==> config.mk <==
export PLATFORM = sky130hd
export DESIGN_NAME = injection_core
export DESIGN_NICKNAME = d
export VERILOG_FILES = /design/src/rtl/injection_pkg.sv /design/src/rtl/injection_core_edge_detect.sv /design/src/rtl/injection_core.sv
export SDC_FILE = /design/constraint.sdc
export NUM_CORES = 1
export LEC_CHECK = 0
export ABC_AREA = 0
export BUFFER_PORTS_ARGS = -buffer_cell sky130_fd_sc_hd__buf_4
export CAP_MARGIN = 20
export CORE_UTILIZATION = 45
export CTS_CLUSTER_DIAMETER = 200
export DETAILED_ROUTE_END_ITERATION = 6
export GPL_TIMING_DRIVEN = 0
export REMOVE_ABC_BUFFERS = 1
export SLEW_MARGIN = 15
export SYNTH_ARGS = -nofsm -noshare
export SYNTH_HDL_FRONTEND = slang
export SYNTH_SLANG_ARGS = --single-unit
==> constraint.sdc <==
create_clock -name clk -period 3.1 [get_ports clk]
set_input_delay 0.465 -clock clk [delete_from_list [all_inputs] [get_ports clk]]
set_output_delay 0.465 -clock clk [all_outputs]
set_load 0.02 [all_outputs]
==> src/rtl/injection_pkg.sv <==
// Shared types and constants for the injection_core slice.
// Holds the FSM state encoding, counter width and default hold length.
package injection_pkg;

    localparam int CNT_W           = 8;
    localparam int HOLD_CYCLES_DEF = 2;

    typedef enum logic [1:0] {
        IDLE   = 2'd0,
        ARMED  = 2'd1,
        INJECT = 2'd2,
        HOLD   = 2'd3
    } state_t;

endpackage

==> src/rtl/injection_core_edge_detect.sv <==
// Rising-edge detector: delays the input one cycle and flags 0->1.
// The pulse is one cycle wide and aligned to the undelayed input.
module edge_detect (
    input  logic clk,
    input  logic rstn,
    input  logic i_d,
    output logic o_rise
);

    logic r_q;

    // Previous-cycle copy of the input
    always_ff @(posedge clk) begin
        if (!rstn) begin
            r_q <= 1'b0;
        end else begin
            r_q <= i_d;
        end
    end

    assign o_rise = i_d & ~r_q;

endmodule

==> src/rtl/injection_core.sv <==
// Fault-injection leaf: registered majority/AND function on y1 and a
// data path on y2 that a small FSM inverts for HOLD_CYCLES edges.
module injection_core
    import injection_pkg::*;
#(
    parameter int HOLD_CYCLES = HOLD_CYCLES_DEF
) (
    input  logic clk,
    input  logic rstn,
    input  logic a,
    input  logic b,
    input  logic c,
    input  logic d,
    input  logic e,
    input  logic f,
    output logic y1,
    output logic y2
);

    localparam logic [CNT_W-1:0] LP_CNT_LOAD = CNT_W'(HOLD_CYCLES - 1);

    logic r_a;
    logic r_b;
    logic r_c;
    logic r_d;
    logic r_e;
    logic r_f;
    logic r_y1;
    logic r_y2;

    state_t           r_state;
    state_t           w_state_nxt;
    logic [CNT_W-1:0] r_cnt;
    logic [CNT_W-1:0] w_cnt_nxt;

    logic w_trig;
    logic w_inject;
    logic w_maj;
    logic w_base2;

    // Input sampling stage
    always_ff @(posedge clk) begin
        if (!rstn) begin
            r_a <= 1'b0;
            r_b <= 1'b0;
            r_c <= 1'b0;
            r_d <= 1'b0;
            r_e <= 1'b0;
            r_f <= 1'b0;
        end else begin
            r_a <= a;
            r_b <= b;
            r_c <= c;
            r_d <= d;
            r_e <= e;
            r_f <= f;
        end
    end

    // Trigger is a rising edge on the sampled b
    edge_detect u_edge (
        .clk    (clk),
        .rstn   (rstn),
        .i_d    (r_b),
        .o_rise (w_trig)
    );

    // FSM state and window counter registers
    always_ff @(posedge clk) begin
        if (!rstn) begin
            r_state <= IDLE;
            r_cnt   <= '0;
        end else begin
            r_state <= w_state_nxt;
            r_cnt   <= w_cnt_nxt;
        end
    end

    // Next-state logic; disarm wins over a same-cycle trigger
    always_comb begin
        w_state_nxt = r_state;
        w_cnt_nxt   = r_cnt;
        unique case (r_state)
            IDLE: begin
                if (r_e) begin
                    w_state_nxt = ARMED;
                end
            end
            ARMED: begin
                if (!r_e) begin
                    w_state_nxt = IDLE;
                end else if (w_trig) begin
                    w_state_nxt = INJECT;
                    w_cnt_nxt   = LP_CNT_LOAD;
                end
            end
            INJECT: begin
                if (r_cnt == '0) begin
                    w_state_nxt = HOLD;
                end else begin
                    w_cnt_nxt = r_cnt - 1'b1;
                end
            end
            HOLD: begin
                if (!r_b) begin
                    w_state_nxt = r_e ? ARMED : IDLE;
                end
            end
            default: begin
                w_state_nxt = IDLE;
                w_cnt_nxt   = '0;
            end
        endcase
    end

    // FSM output: invert y2 while injecting
    always_comb begin
        w_inject = (r_state == INJECT);
    end

    assign w_maj   = (r_a & r_b) | (r_a & r_c) | (r_b & r_c);
    assign w_base2 = (r_c | r_f) & ~r_a;

    // Registered outputs
    always_ff @(posedge clk) begin
        if (!rstn) begin
            r_y1 <= 1'b0;
            r_y2 <= 1'b0;
        end else begin
            r_y1 <= w_maj ^ (r_d & r_e);
            r_y2 <= w_base2 ^ w_inject;
        end
    end

    assign y1 = r_y1;
    assign y2 = r_y2;

endmodule

==> impl_metrics.json <==
{
  "outcome": "completed",
  "die_h_um": 44.4,
  "worst_pin_slew_ps": 444,
  "clk_latency_ps": 300,
  "slew_viol_final": 0,
  "clock_sinks": 19,
  "crit_arrival_ps": 2140,
  "dr.pass1.iters": 4,
  "fin_setup_tns_ps": 0,
  "rsz0062_at_grt": "no",
  "cts_resized": 0,
  "critical_path_class": "reg -> reg",
  "place_hpwl_mm": 1.03,
  "viasPerCell": 5.34,
  "startpoint_type": "register",
  "place_congestion": 0.750,
  "cts_root_buf": "clkbuf_4",
  "yosys-top-cells-area": "dfxtp_1 47%, and2_1 5.4%, a21oi_1 5.0%, o21ai_0 5.0%, or4_1 3.7%",
  "drive_gt1_share_pct": 19.6,
  "cts_buffer_depth": 2,
  "vias": 646,
  "n_antenna_cell": 0,
  "dieArea_mm2": 0.00197,
  "ys_seq_area_share_pct": 47.1,
  "synth_top_cell_area_share_pct": 47.1,
  "slew_headroom_pct": 70.0,
  "placed_area_um2": 905,
  "synth_warnings": 0,
  "start_util_pct": 50.6,
  "post_cts_buffers": 0,
  "finClkSkew_ps": 6.40,
  "routed_wire_length_per_instance_um": 11.6,
  "synth.distinct_cells": 30,
  "timing.fmax_mhz": 528,
  "area_delta_synth_final_pct": 15.8,
  "grt_overflow": 0,
  "final_area_um2": 935,
  "cp_max_fo": 4,
  "synth_area_per_cell_um2": 9.61,
  "synth-seq-cells": 19,
  "fin_crit_sh_pct": 61.0,
  "p_per_area_mw_per_mm2": 435,
  "hold_buffers": 0,
  "maxCapViolations": 0,
  "remaining_drc_errors": 0,
  "wl_mm": 1.40,
  "io_pins": 10,
  "fin_nets": 108,
  "die_w_um": 44.4,
  "rows": 14,
  "drtAntennaViolNets": 0,
  "setup_viol": 0,
  "grtUsageTotal_pct": 16.8,
  "path_clk_slew_ps": 110,
  "syn_inst": 84,
  "synth_top_area_cell": "dfxtp_1",
  "ir_worst_vdd_uv": 366,
  "first_global_vias": 593,
  "antenna_found_initial": 0,
  "htree_levels": 1,
  "hold_viol": 0,
  "tritoncts": "yes",
  "cts_made_buffers": 3,
  "period_needed_ps": 1890,
  "critPathRequiredTime_ps": 3350,
  "grt_pass1_wl_mm": 2.39,
  "grt_max_degree": 13,
  "port_buffers": 9,
  "drt_iter0_drc": 6,
  "worstSetupEndpointType": "register",
  "synth_area_um2": 807,
  "core_area_mm2": 0.00159,
  "hp-class": "in -> reg",
  "p_leak_nw": 0.381
}
==> synthesized netlist by cell type, drive strengths merged <==
master   number
xor2          1
o2111ai       1
a211oi        2
dfxtp        19
nor2          4
o21ai         8
and2          7
a211o         1
a31o          1
nand3         1
nand3b        1
and2b         1
a21oi         8
or3           2
inv           6
or4b          3
ha            2
maj3          1
nor2b         1
nand2         2
nor4b         1
or2           1
o2111a        1
o211a         2
or4           4
o31ai         1
a31oi         1
nor3b         1
==> flip-flops by register name, summed over array words and instances, names as in the netlist, named ones only <==
| signal | cells |
|---|---|
| y2 | 1 |
| r_a | 1 |
| y1 | 1 |
| r_d | 1 |
| r_e | 1 |
| r_c | 1 |
| r_f | 1 |
| r_b | 1 |
| r_cnt | 8 |
| u_edge.r_q | 1 |
| r_state | 1 |
==> through the flow <==
step                      instances  hold slack [ps]  total power [W]  util (%)  setup slack (ps)
after floorplan                  84              467         0.000274         -              1400
after global placement          117              492         0.000287      56.8              1180
after detailed placement        117              503         0.000288      56.8              1230
after CTS                       121              344         0.000417      58.6              1220
after global routing            121              341         0.000431      58.6              1080
final                           121              362         0.000406      58.6              1210
==> worst max-delay path: stages, from the launching register on <==
cell,delay (ps)
dfxtp_1,360
inv_1,90
ha_1,190
or4b_2,650
o21ai_0,320
o2111a_1,240
==> per-layer routing <==
| metal | wire [µm] | vias to the layer above | share of wire (%) | track usage (%) |
|---|---|---|---|---|
| met3 | 43 | 0 | 3.1 | 6.12 |
| met5 | 0 | - | 0 | 0 |
| met2 | 577 | 8 | 41 | 27.1 |
| li1 | - | 335 | - | - |
| met1 | 782 | 303 | 56 | 20.8 |
| met4 | 0 | 0 | 0 | 5.45 |
==> cells by family after synthesis <==
family / share of synthesized area [%]
and+or+nand+nor: 23.9
AOI/OAI and AO/OA: 20.8
DFF: 47.1
buffers and inverters: 2.79
adders and majority gates: 4.34
xor gates and xnor gates: 1.09
==> final timing paths <==
kind | startpoint | to | slack, ps | cells after the start
max | r_cnt[0] | r_state[0] | 1210 | 5
min reg2reg | r_cnt[2] | r_cnt[2] | 510 | 2
max reg2reg | r_cnt[0] | r_state[0] | 1210 | 5
min | a | r_a | 360 | 2
==> area by class of cell <==
type / instances / area (µm²)
fill: 146 / 659
multi-input combinational: 59 / 404
sequential: 19 / 380
timing repair buffer: 9 / 67.6
tap: 24 / 30.0
clock buffer: 3 / 22.5
inverter: 6 / 22.5
clock inverter: 1 / 7.51
==> cell usage in the layout, fill, tap and decap left out, types with 2 or more instances in the layout <==
master | synthesis | layout
nor2_1 | 4 | 4
and2_1 | 7 | 7
clkbuf_4 | 0 | 3
a21oi_1 | 8 | 8
a211oi_1 | 2 | 2
or4_1 | 4 | 4
nand2_1 | 2 | 2
dfxtp_1 | 19 | 19
or3_1 | 2 | 2
o21ai_0 | 8 | 8
o211a_1 | 2 | 2
inv_1 | 6 | 6
ha_1 | 2 | 2
buf_4 | 0 | 9
==> where the power goes <==
group | total [W] | switching [W] | internal, W
sequential | 0.000256 | 0.00000482 | 0.000251
clock | 0.000125 | 0.0000757 | 0.0000492
combinational | 0.0000258 | 0.0000113 | 0.0000145
total | 0.000406 | 0.0000918 | 0.000315
Note: power is estimated with default switching activity, not from simulation.
